===== src/rtl/lcd_init_seq_if.sv =====
// Word-writer bus between the ST7789 sequencer and the SPI/8080 write engine.
// The sequencer presents a 9-bit word (bit8=1 data, bit8=0 command) while
// en_write is high; the writer answers with a single-cycle wr_done per word.
interface lcd_init_seq_if;
    logic [8:0] init_data;
    logic       en_write;
    logic       wr_done;

    modport master (
        output init_data,
        output en_write,
        input  wr_done
    );

    modport slave (
        input  init_data,
        input  en_write,
        output wr_done
    );
endinterface


===== src/rtl/lcd_init_seq.sv =====
// ST7789 power-up sequencer and rectangle-fill engine.
// Holds the panel in hardware reset, waits, streams the init table, waits for
// sleep-out, clears the whole screen, then serves run-time rectangle fills.
// Every output is registered. The word index of a write state only moves on
// wr_done, so a slow writer simply stretches the state.
module lcd_init_seq #(
    parameter int          T_RST_LOW  = 5_000_000,
    parameter int          T_RST_WAIT = 2_500_000,
    parameter int          T_SLPOUT   = 6_000_000,
    parameter int          H_RES      = 240,
    parameter int          V_RES      = 320,
    parameter logic [7:0]  MADCTL     = 8'h00,
    parameter logic [15:0] CLR_COLOR  = 16'hFFFF
) (
    input  logic           sys_clk_50MHz,
    input  logic           sys_rst_n,
    lcd_init_seq_if.master wr,
    input  logic           reinit,
    input  logic           fill_req,
    input  logic [8:0]     fill_x0,
    input  logic [8:0]     fill_x1,
    input  logic [8:0]     fill_y0,
    input  logic [8:0]     fill_y1,
    input  logic [15:0]    fill_color,
    output logic           lcd_rst,
    output logic           init_done,
    output logic           fill_done,
    output logic           fill_err
);

    // One counter serves all three delay phases, so it is sized for their sum.
    localparam int DLY_W = $clog2(T_RST_LOW + T_RST_WAIT + T_SLPOUT + 1);
    // Full-screen fill is 2*H*V words; the +1 keeps that count representable.
    localparam int PIX_W = $clog2(2 * H_RES * V_RES + 1);

    localparam logic [DLY_W-1:0] DLY_ZERO      = {DLY_W{1'b0}};
    localparam logic [DLY_W-1:0] DLY_ONE       = DLY_W'(1);
    localparam logic [DLY_W-1:0] RST_LOW_LAST  = DLY_W'(T_RST_LOW - 1);
    localparam logic [DLY_W-1:0] RST_WAIT_LAST = DLY_W'(T_RST_WAIT - 1);
    localparam logic [DLY_W-1:0] SLPOUT_LAST   = DLY_W'(T_SLPOUT - 1);

    localparam logic [PIX_W-1:0] PIX_ZERO = {PIX_W{1'b0}};
    localparam logic [PIX_W-1:0] PIX_ONE  = PIX_W'(1);
    localparam logic [PIX_W-1:0] PIX_CLR  = PIX_W'(2 * H_RES * V_RES);

    localparam logic [8:0] X_MAX = 9'(H_RES - 1);
    localparam logic [8:0] Y_MAX = 9'(V_RES - 1);
    localparam logic [9:0] H_LIM = 10'(H_RES);
    localparam logic [9:0] V_LIM = 10'(V_RES);

    localparam logic [5:0] ROM_LAST = 6'd57;
    localparam logic [3:0] WIN_LAST = 4'd10;

    typedef enum logic [2:0] {
        ST_RST_LOW  = 3'd0,
        ST_RST_WAIT = 3'd1,
        ST_ROM      = 3'd2,
        ST_SLP_WAIT = 3'd3,
        ST_WIN      = 3'd4,
        ST_FILL     = 3'd5,
        ST_DONE     = 3'd6
    } state_t;

    state_t           state_r;
    logic [DLY_W-1:0] dly_cnt_r;
    logic [5:0]       rom_idx_r;
    logic [3:0]       win_idx_r;
    logic [PIX_W-1:0] pix_cnt_r;
    logic [PIX_W-1:0] pix_total_r;
    logic [8:0]       x0_r;
    logic [8:0]       x1_r;
    logic [8:0]       y0_r;
    logic [8:0]       y1_r;
    logic [15:0]      color_r;
    logic             user_fill_r;
    logic             lcd_rst_r;
    logic [8:0]       init_data_r;
    logic             en_write_r;
    logic             init_done_r;
    logic             fill_done_r;
    logic             fill_err_r;

    logic             fill_ok_s;
    logic [9:0]       fill_w_s;
    logic [9:0]       fill_h_s;
    logic [19:0]      fill_area_s;
    logic [PIX_W-1:0] fill_total_s;

    // Init table: command words have bit8=0, parameter words bit8=1.
    function automatic logic [8:0] rom_word(input logic [5:0] idx);
        case (idx)
            6'd0:    rom_word = 9'h011;
            6'd1:    rom_word = 9'h036;
            6'd2:    rom_word = {1'b1, MADCTL};
            6'd3:    rom_word = 9'h03a;
            6'd4:    rom_word = 9'h155;
            6'd5:    rom_word = 9'h0b2;
            6'd6:    rom_word = 9'h10c;
            6'd7:    rom_word = 9'h10c;
            6'd8:    rom_word = 9'h100;
            6'd9:    rom_word = 9'h133;
            6'd10:   rom_word = 9'h133;
            6'd11:   rom_word = 9'h0b7;
            6'd12:   rom_word = 9'h135;
            6'd13:   rom_word = 9'h0bb;
            6'd14:   rom_word = 9'h132;
            6'd15:   rom_word = 9'h0c2;
            6'd16:   rom_word = 9'h101;
            6'd17:   rom_word = 9'h0c3;
            6'd18:   rom_word = 9'h115;
            6'd19:   rom_word = 9'h0c4;
            6'd20:   rom_word = 9'h120;
            6'd21:   rom_word = 9'h0c6;
            6'd22:   rom_word = 9'h10f;
            6'd23:   rom_word = 9'h0d0;
            6'd24:   rom_word = 9'h1a4;
            6'd25:   rom_word = 9'h1a1;
            6'd26:   rom_word = 9'h0e0;
            6'd27:   rom_word = 9'h1d0;
            6'd28:   rom_word = 9'h104;
            6'd29:   rom_word = 9'h10d;
            6'd30:   rom_word = 9'h111;
            6'd31:   rom_word = 9'h113;
            6'd32:   rom_word = 9'h12b;
            6'd33:   rom_word = 9'h13f;
            6'd34:   rom_word = 9'h154;
            6'd35:   rom_word = 9'h14c;
            6'd36:   rom_word = 9'h118;
            6'd37:   rom_word = 9'h10d;
            6'd38:   rom_word = 9'h10b;
            6'd39:   rom_word = 9'h11f;
            6'd40:   rom_word = 9'h123;
            6'd41:   rom_word = 9'h0e1;
            6'd42:   rom_word = 9'h1d0;
            6'd43:   rom_word = 9'h104;
            6'd44:   rom_word = 9'h10c;
            6'd45:   rom_word = 9'h111;
            6'd46:   rom_word = 9'h113;
            6'd47:   rom_word = 9'h12c;
            6'd48:   rom_word = 9'h13f;
            6'd49:   rom_word = 9'h144;
            6'd50:   rom_word = 9'h151;
            6'd51:   rom_word = 9'h12f;
            6'd52:   rom_word = 9'h11f;
            6'd53:   rom_word = 9'h11f;
            6'd54:   rom_word = 9'h120;
            6'd55:   rom_word = 9'h123;
            6'd56:   rom_word = 9'h021;
            6'd57:   rom_word = 9'h029;
            default: rom_word = 9'h000;
        endcase
    endfunction

    // CASET / RASET / RAMWR words; coordinates are zero-extended to 16 bits.
    function automatic logic [8:0] win_word(
        input logic [3:0] idx,
        input logic [8:0] x0,
        input logic [8:0] x1,
        input logic [8:0] y0,
        input logic [8:0] y1
    );
        case (idx)
            4'd0:    win_word = 9'h02a;
            4'd1:    win_word = {1'b1, 7'd0, x0[8]};
            4'd2:    win_word = {1'b1, x0[7:0]};
            4'd3:    win_word = {1'b1, 7'd0, x1[8]};
            4'd4:    win_word = {1'b1, x1[7:0]};
            4'd5:    win_word = 9'h02b;
            4'd6:    win_word = {1'b1, 7'd0, y0[8]};
            4'd7:    win_word = {1'b1, y0[7:0]};
            4'd8:    win_word = {1'b1, 7'd0, y1[8]};
            4'd9:    win_word = {1'b1, y1[7:0]};
            4'd10:   win_word = 9'h02c;
            default: win_word = 9'h000;
        endcase
    endfunction

    // Validate a fill request and size its pixel-word stream.
    always_comb begin
        fill_w_s     = {1'b0, fill_x1} - {1'b0, fill_x0} + 10'd1;
        fill_h_s     = {1'b0, fill_y1} - {1'b0, fill_y0} + 10'd1;
        fill_area_s  = fill_w_s * fill_h_s;
        fill_total_s = PIX_W'({fill_area_s, 1'b0});
        if ((fill_x1 >= fill_x0) && (fill_y1 >= fill_y0) &&
            ({1'b0, fill_x1} < H_LIM) && ({1'b0, fill_y1} < V_LIM)) begin
            fill_ok_s = 1'b1;
        end else begin
            fill_ok_s = 1'b0;
        end
    end

    // Sequencer FSM with all outputs registered; reinit acts as a soft reset.
    always_ff @(posedge sys_clk_50MHz or negedge sys_rst_n) begin
        if (!sys_rst_n) begin
            state_r     <= ST_RST_LOW;
            dly_cnt_r   <= DLY_ZERO;
            rom_idx_r   <= 6'd0;
            win_idx_r   <= 4'd0;
            pix_cnt_r   <= PIX_ZERO;
            pix_total_r <= PIX_ZERO;
            x0_r        <= 9'd0;
            x1_r        <= 9'd0;
            y0_r        <= 9'd0;
            y1_r        <= 9'd0;
            color_r     <= 16'h0000;
            user_fill_r <= 1'b0;
            lcd_rst_r   <= 1'b0;
            init_data_r <= 9'h000;
            en_write_r  <= 1'b0;
            init_done_r <= 1'b0;
            fill_done_r <= 1'b0;
            fill_err_r  <= 1'b0;
        end else if (reinit) begin
            state_r     <= ST_RST_LOW;
            dly_cnt_r   <= DLY_ZERO;
            rom_idx_r   <= 6'd0;
            win_idx_r   <= 4'd0;
            pix_cnt_r   <= PIX_ZERO;
            pix_total_r <= PIX_ZERO;
            user_fill_r <= 1'b0;
            lcd_rst_r   <= 1'b0;
            init_data_r <= 9'h000;
            en_write_r  <= 1'b0;
            init_done_r <= 1'b0;
            fill_done_r <= 1'b0;
            fill_err_r  <= 1'b0;
        end else begin
            // Pulses and the delay counter idle low unless a state says otherwise.
            fill_done_r <= 1'b0;
            fill_err_r  <= 1'b0;
            dly_cnt_r   <= DLY_ZERO;
            case (state_r)
                ST_RST_LOW: begin
                    if (dly_cnt_r == RST_LOW_LAST) begin
                        lcd_rst_r <= 1'b1;
                        state_r   <= ST_RST_WAIT;
                    end else begin
                        dly_cnt_r <= dly_cnt_r + DLY_ONE;
                    end
                end
                ST_RST_WAIT: begin
                    if (dly_cnt_r == RST_WAIT_LAST) begin
                        rom_idx_r   <= 6'd0;
                        init_data_r <= rom_word(6'd0);
                        en_write_r  <= 1'b1;
                        state_r     <= ST_ROM;
                    end else begin
                        dly_cnt_r <= dly_cnt_r + DLY_ONE;
                    end
                end
                ST_ROM: begin
                    if (wr.wr_done) begin
                        if (rom_idx_r == ROM_LAST) begin
                            rom_idx_r   <= 6'd0;
                            init_data_r <= 9'h000;
                            en_write_r  <= 1'b0;
                            state_r     <= ST_SLP_WAIT;
                        end else begin
                            rom_idx_r   <= rom_idx_r + 6'd1;
                            init_data_r <= rom_word(rom_idx_r + 6'd1);
                        end
                    end else begin
                        rom_idx_r <= rom_idx_r;
                    end
                end
                ST_SLP_WAIT: begin
                    if (dly_cnt_r == SLPOUT_LAST) begin
                        // Power-up clear: full panel, not reported via fill_done.
                        x0_r        <= 9'd0;
                        x1_r        <= X_MAX;
                        y0_r        <= 9'd0;
                        y1_r        <= Y_MAX;
                        color_r     <= CLR_COLOR;
                        pix_total_r <= PIX_CLR;
                        user_fill_r <= 1'b0;
                        win_idx_r   <= 4'd0;
                        init_data_r <= 9'h02a;
                        en_write_r  <= 1'b1;
                        state_r     <= ST_WIN;
                    end else begin
                        dly_cnt_r <= dly_cnt_r + DLY_ONE;
                    end
                end
                ST_WIN: begin
                    if (wr.wr_done) begin
                        if (win_idx_r == WIN_LAST) begin
                            win_idx_r   <= 4'd0;
                            pix_cnt_r   <= PIX_ZERO;
                            init_data_r <= {1'b1, color_r[15:8]};
                            state_r     <= ST_FILL;
                        end else begin
                            win_idx_r   <= win_idx_r + 4'd1;
                            init_data_r <= win_word(win_idx_r + 4'd1, x0_r, x1_r, y0_r, y1_r);
                        end
                    end else begin
                        win_idx_r <= win_idx_r;
                    end
                end
                ST_FILL: begin
                    if (wr.wr_done) begin
                        if (pix_cnt_r == (pix_total_r - PIX_ONE)) begin
                            pix_cnt_r   <= PIX_ZERO;
                            init_data_r <= 9'h000;
                            en_write_r  <= 1'b0;
                            init_done_r <= 1'b1;
                            fill_done_r <= user_fill_r;
                            state_r     <= ST_DONE;
                        end else begin
                            // Even index was a high byte, so the next word is the low byte.
                            pix_cnt_r   <= pix_cnt_r + PIX_ONE;
                            init_data_r <= pix_cnt_r[0] ? {1'b1, color_r[15:8]}
                                                        : {1'b1, color_r[7:0]};
                        end
                    end else begin
                        pix_cnt_r <= pix_cnt_r;
                    end
                end
                ST_DONE: begin
                    if (fill_req) begin
                        if (fill_ok_s) begin
                            x0_r        <= fill_x0;
                            x1_r        <= fill_x1;
                            y0_r        <= fill_y0;
                            y1_r        <= fill_y1;
                            color_r     <= fill_color;
                            pix_total_r <= fill_total_s;
                            user_fill_r <= 1'b1;
                            win_idx_r   <= 4'd0;
                            init_data_r <= 9'h02a;
                            en_write_r  <= 1'b1;
                            init_done_r <= 1'b0;
                            state_r     <= ST_WIN;
                        end else begin
                            fill_err_r <= 1'b1;
                        end
                    end else begin
                        state_r <= ST_DONE;
                    end
                end
                default: begin
                    lcd_rst_r   <= 1'b0;
                    init_data_r <= 9'h000;
                    en_write_r  <= 1'b0;
                    init_done_r <= 1'b0;
                    state_r     <= ST_RST_LOW;
                end
            endcase
        end
    end

    assign wr.init_data = init_data_r;
    assign wr.en_write  = en_write_r;
    assign lcd_rst      = lcd_rst_r;
    assign init_done    = init_done_r;
    assign fill_done    = fill_done_r;
    assign fill_err     = fill_err_r;

endmodule


===== src/flat_wrapper.sv =====
// flat-port wrapper written by rule: the top's interface ports become plain ports
module lcd_init_seq_flat 
#(
    parameter int          T_RST_LOW  = 5_000_000,
    parameter int          T_RST_WAIT = 2_500_000,
    parameter int          T_SLPOUT   = 6_000_000,
    parameter int          H_RES      = 240,
    parameter int          V_RES      = 320,
    parameter logic [7:0]  MADCTL     = 8'h00,
    parameter logic [15:0] CLR_COLOR  = 16'hFFFF
)
  (sys_clk_50MHz, sys_rst_n, reinit, fill_req, fill_x0, fill_x1, fill_y0, fill_y1, fill_color, lcd_rst, init_done, fill_done, fill_err, wr_init_data, wr_en_write, wr_wr_done);
  lcd_init_seq_if wr_i ();
  input  logic sys_clk_50MHz;
  input  logic sys_rst_n;
  input  logic reinit;
  input  logic fill_req;
  input  logic [8:0] fill_x0;
  input  logic [8:0] fill_x1;
  input  logic [8:0] fill_y0;
  input  logic [8:0] fill_y1;
  input  logic [15:0] fill_color;
  output logic lcd_rst;
  output logic init_done;
  output logic fill_done;
  output logic fill_err;
  output wire logic [$bits(wr_i.init_data)-1:0] wr_init_data;
  output wire logic [$bits(wr_i.en_write)-1:0] wr_en_write;
  input wire logic [$bits(wr_i.wr_done)-1:0] wr_wr_done;
  assign wr_init_data = wr_i.init_data;
  assign wr_en_write = wr_i.en_write;
  assign wr_i.wr_done = wr_wr_done;
  lcd_init_seq #(.T_RST_LOW(T_RST_LOW), .T_RST_WAIT(T_RST_WAIT), .T_SLPOUT(T_SLPOUT), .H_RES(H_RES), .V_RES(V_RES), .MADCTL(MADCTL), .CLR_COLOR(CLR_COLOR)) u_core (.sys_clk_50MHz(sys_clk_50MHz), .sys_rst_n(sys_rst_n), .wr(wr_i), .reinit(reinit), .fill_req(fill_req), .fill_x0(fill_x0), .fill_x1(fill_x1), .fill_y0(fill_y0), .fill_y1(fill_y1), .fill_color(fill_color), .lcd_rst(lcd_rst), .init_done(init_done), .fill_done(fill_done), .fill_err(fill_err));
endmodule

===== config.mk =====
export PLATFORM = sky130hd
export DESIGN_NAME = lcd_init_seq_flat
export DESIGN_NICKNAME = d
export VERILOG_FILES = /design/src/rtl/lcd_init_seq_if.sv /design/src/rtl/lcd_init_seq.sv /design/src/flat_wrapper.sv
export SDC_FILE = /design/constraint.sdc
export NUM_CORES = 1
export LEC_CHECK = 0
export BUFFER_PORTS_ARGS = -buffer_cell sky130_fd_sc_hd__buf_2
export CORE_AREA = 2 2 155 157
export CTS_BUF_LIST = sky130_fd_sc_hd__clkbuf_16
export DETAILED_ROUTE_END_ITERATION = 8
export DIE_AREA = 0 0 157 159
export GPL_TIMING_DRIVEN = 0
export PLACE_DENSITY = 0.78
export SYNTH_ARGS = -nofsm -noshare
export SYNTH_HDL_FRONTEND = slang
export SYNTH_SLANG_ARGS = --single-unit
export TNS_END_PERCENT = 10

===== constraint.sdc =====
create_clock -name sys_clk_50MHz -period 3.2 [get_ports sys_clk_50MHz]
set_clock_uncertainty 0.2 [all_clocks]
set_input_delay 0 -clock sys_clk_50MHz [delete_from_list [all_inputs] [get_ports sys_clk_50MHz]]
set_output_delay 0 -clock sys_clk_50MHz [all_outputs]
set_load 0.01 [all_outputs]

==> results.yml <==
route:
  routed_via_density: 6.038
  dr.pass1.iters: 5
  wl_um: 39660
  remaining_drc_errors: 0
  wire_per_inst_um: 19.01
  drtAntennaViolNets: 0
  drt_iter0_drc: 1259
  vias: 12600
logic_synthesis:
  synth_cell_types: 82
  synth-edff-count: 0
  yosys_warnings: 0
  syn_area_mm2: 0.01302
  synth-seq-cells: 139
  yosysSeqAreaShare_pct: 26.72
  synth_cells: 1562
  yosys-top-cells-area: "dfrtp_1, fa_1, ha_1, nor2_1, inv_1"
  synthArstFlopShare_pct: 100.0
  synth_top_cell_area_share_pct: 26.72
  ys.flop_type: "dfrtp_1"
  synth.largest_area_cell: "dfrtp_1"
  syn_nets: 1783
  avgSynthCellArea_um2: 8.335
final_layout:
  mostFrequentLayoutCell: "nor2_1"
  fin_nets: 1975
  final_cell_mix: "nor2_1, dfrtp_1, nand2_1"
  area_growth_pct: 24.72
  final_util_pct: 70.01
  fill_cells: 1706
  diodes: 0
  drive_above_1_share_pct: 18.22
power:
  powerDensity_mw_per_mm2: 1358
  vdd_drop_max_mv: 3.288
  p_leak_nw: 7.251
  design_power_total_w: 0.02205
placed_design:
  io_buffers: 70
  gp_congestion: 0.9583
  place_hpwl_um: 27610
clock_network:
  htreeDepth: 4
  numCtsBuffers: 17
  clkLatencyLatePin_ns: 0.44
  clock_path_buffers: 2
  clock_sinks: 139
  clock-root-buffer: "clkbuf_16"
  clk_pin_slew_worst_paths_ns: 0.07
  cts_tree: "built"
global_routing:
  grt_max_degree: 102
  grt_pass1_vias: 12510
  grt_use_total_pct: 32.17
  overflow: 0
  grt_first_pass_wirelength_um: 64200
  grt_antenna_before_repair: 0
run_status:
  status: "complete, but fails checks"
  violations: "negative setup slack"
sta:
  setup_ws_ns: -2.990
  final_max_slew_viol_count: 0
  max_freq_mhz: 161.6
  post-route-min-period_ns: 6.190
  setup_viol: 49
  worst_pin_slew_ns: 0.9466
  whs_ns: 0.04575
  period_share_pct: 193.4
  rsz0062_at_grt: "yes"
  fin_tns_setup_ns: -34.29
  slew_headroom_pct: 36.44
  hold_viol: 0
setup_path:
  critical_path.top_delay_family: "adder cells"
  worst_ep_required_time_ns: 3.29
  slowest_stage: "fa_1"
  worstSetupEndpointType: "flop"
  critPathLaunchType: "input port"
  rr_worst_depth: 11
  crit_buf_inv: 6
  path_class: "input port to flop"
  crit_cells: 28
  critPathArrivalTime_ns: 6.28
  critPathMaxStageDelay_ns: 0.56
  cp_max_fo: 3
floorplanning:
  pin_count: 71
  row_count: 56
  dieArea_mm2: 0.02496
  start_util_pct: 56.13
  core_area_mm2: 0.02319
  die_w_um: 157
  die_y_um: 159
worst_hold_path:
  min_path_cells: 4
  hold_class: "input port to flop"
flow_run:
  drv_cap: 0
## where the power goes
group,switching [W],total (W),internal (W)
Combinational,0.00941,0.0179,0.00853
Sequential,0.000185,0.00217,0.00199
Clock,0.000907,0.00194,0.00104
## synth_stat cells (23+ instances only)
| cell | number |
|---|---|
| nor3_1 | 56 |
| nand2_1 | 127 |
| fa_1 | 68 |
| o21ai_0 | 54 |
| clkbuf_1 | 72 |
| xor2_1 | 42 |
| nand3_1 | 53 |
| xnor2_1 | 54 |
| inv_1 | 140 |
| dfrtp_1 | 139 |
| o31ai_1 | 31 |
| nor2b_1 | 23 |
| a21oi_1 | 78 |
| nand2b_1 | 31 |
| nor2_1 | 207 |
| ha_1 | 96 |
## routing by layer
metal | share of wire (%) | vias to the layer above | GRT usage, %
met1 | 40 | 6115 | 41.44
met3 | 6.9 | 132 | 5.063
met4 | 4.2 | 0 | 13.05
li1 | - | 5776 | -
met5 | 0 | - | 0
met2 | 49 | 573 | 54.01
## flip-flops by register name (all words and copies together), names as in the netlist
name                 count
u_core.fill_err          1
u_core.fill_done         1
u_core.y0_r              9
u_core.y1_r              9
u_core.x1_r              9
u_core.dly_cnt_r        24
u_core.x0_r              9
u_core.pix_cnt_r        18
u_core.user_fill_r       1
u_core.wr.en_write       1
u_core.wr.init_data      9
u_core.state_r           3
u_core.win_idx_r         4
u_core.pix_total_r      17
u_core.rom_idx_r         6
u_core.color_r          16
u_core.lcd_rst           1
u_core.init_done         1
## layout make-up
cell class / count / area (um^2) / area share [%]
flip-flops and latches: 139 / 3482 / 21.45
clock buffers: 17 / 425.4 / 2.620
plain buffers: 77 / 327.8 / 2.019
repair buffers: 174 / 1364 / 8.399
well taps: 319 / 399.1 / 2.458
multi-input cells: 1205 / 9542 / 58.77
clock inverters: 15 / 148.9 / 0.9170
inverters: 140 / 548.0 / 3.375
## worst register-to-register path: stages (launching register included)
cell,delay (ns)
dfrtp_2,0.47
ha_1,0.21
clkbuf_1,0.34
nand3_1,0.25
xnor2_2,0.41
clkbuf_1,0.37
o311ai_0,0.20
o311a_1,0.17
o21ai_0,0.29
o311a_1,0.21
o21ai_0,0.11
a22o_1,0.21
## cells by family after synthesis
| family | Yosys count | share of synthesized area (%) |
|---|---|---|
| fa+ha+maj | 165 | 19.76 |
| xor+xnor | 97 | 6.631 |
| flops | 139 | 26.72 |
| compound gates | 311 | 16.10 |
| buf+inv | 218 | 6.362 |
| simple gates | 613 | 22.84 |
| mux | 19 | 1.595 |
## worst paths after layout
path | start | endpoint | slack [ns]
max | fill_y0[3] | u_core.pix_total_r[17]$_DFFE_PN0P_ | -2.99
min | fill_x1[0] | u_core.pix_total_r[1]$_DFFE_PN0P_ | 0.05
max reg2reg | u_core.rom_idx_r[0]$_DFFE_PN0P_ | u_core.wr.init_data[5]$_DFFE_PN0P_ | -0.36
min reg2reg | u_core.wr.init_data[1]$_DFFE_PN0P_ | u_core.wr.init_data[1]$_DFFE_PN0P_ | 0.28
max in group asynchronous | sys_rst_n | u_core.y1_r[4]$_DFFE_PN0P_ | 1.84
min in group asynchronous | sys_rst_n | u_core.pix_total_r[12]$_DFFE_PN0P_ | 0.44
## timing repair
action	in CTS	in global routing
gates resized for setup	125	42
endpoints found under the setup margin	85	99
hold endpoints to repair	198	1
pin swaps	68	42
gates cloned	0	0
hold buffers	57	1
buffers inserted	37	8
## per-stage QoR
step	worst slack, ns	std cells	cell area (um^2)
final	-2.990	2086	16240
after global routing	-3.175	2086	16240
after CTS	-2.881	2077	16010
after detailed placement	-3.903	1952	14000
after global placement	-3.773	1951	13960
after floorplan	-2.909	1562	13210
(Power assumes the default switching activity.)
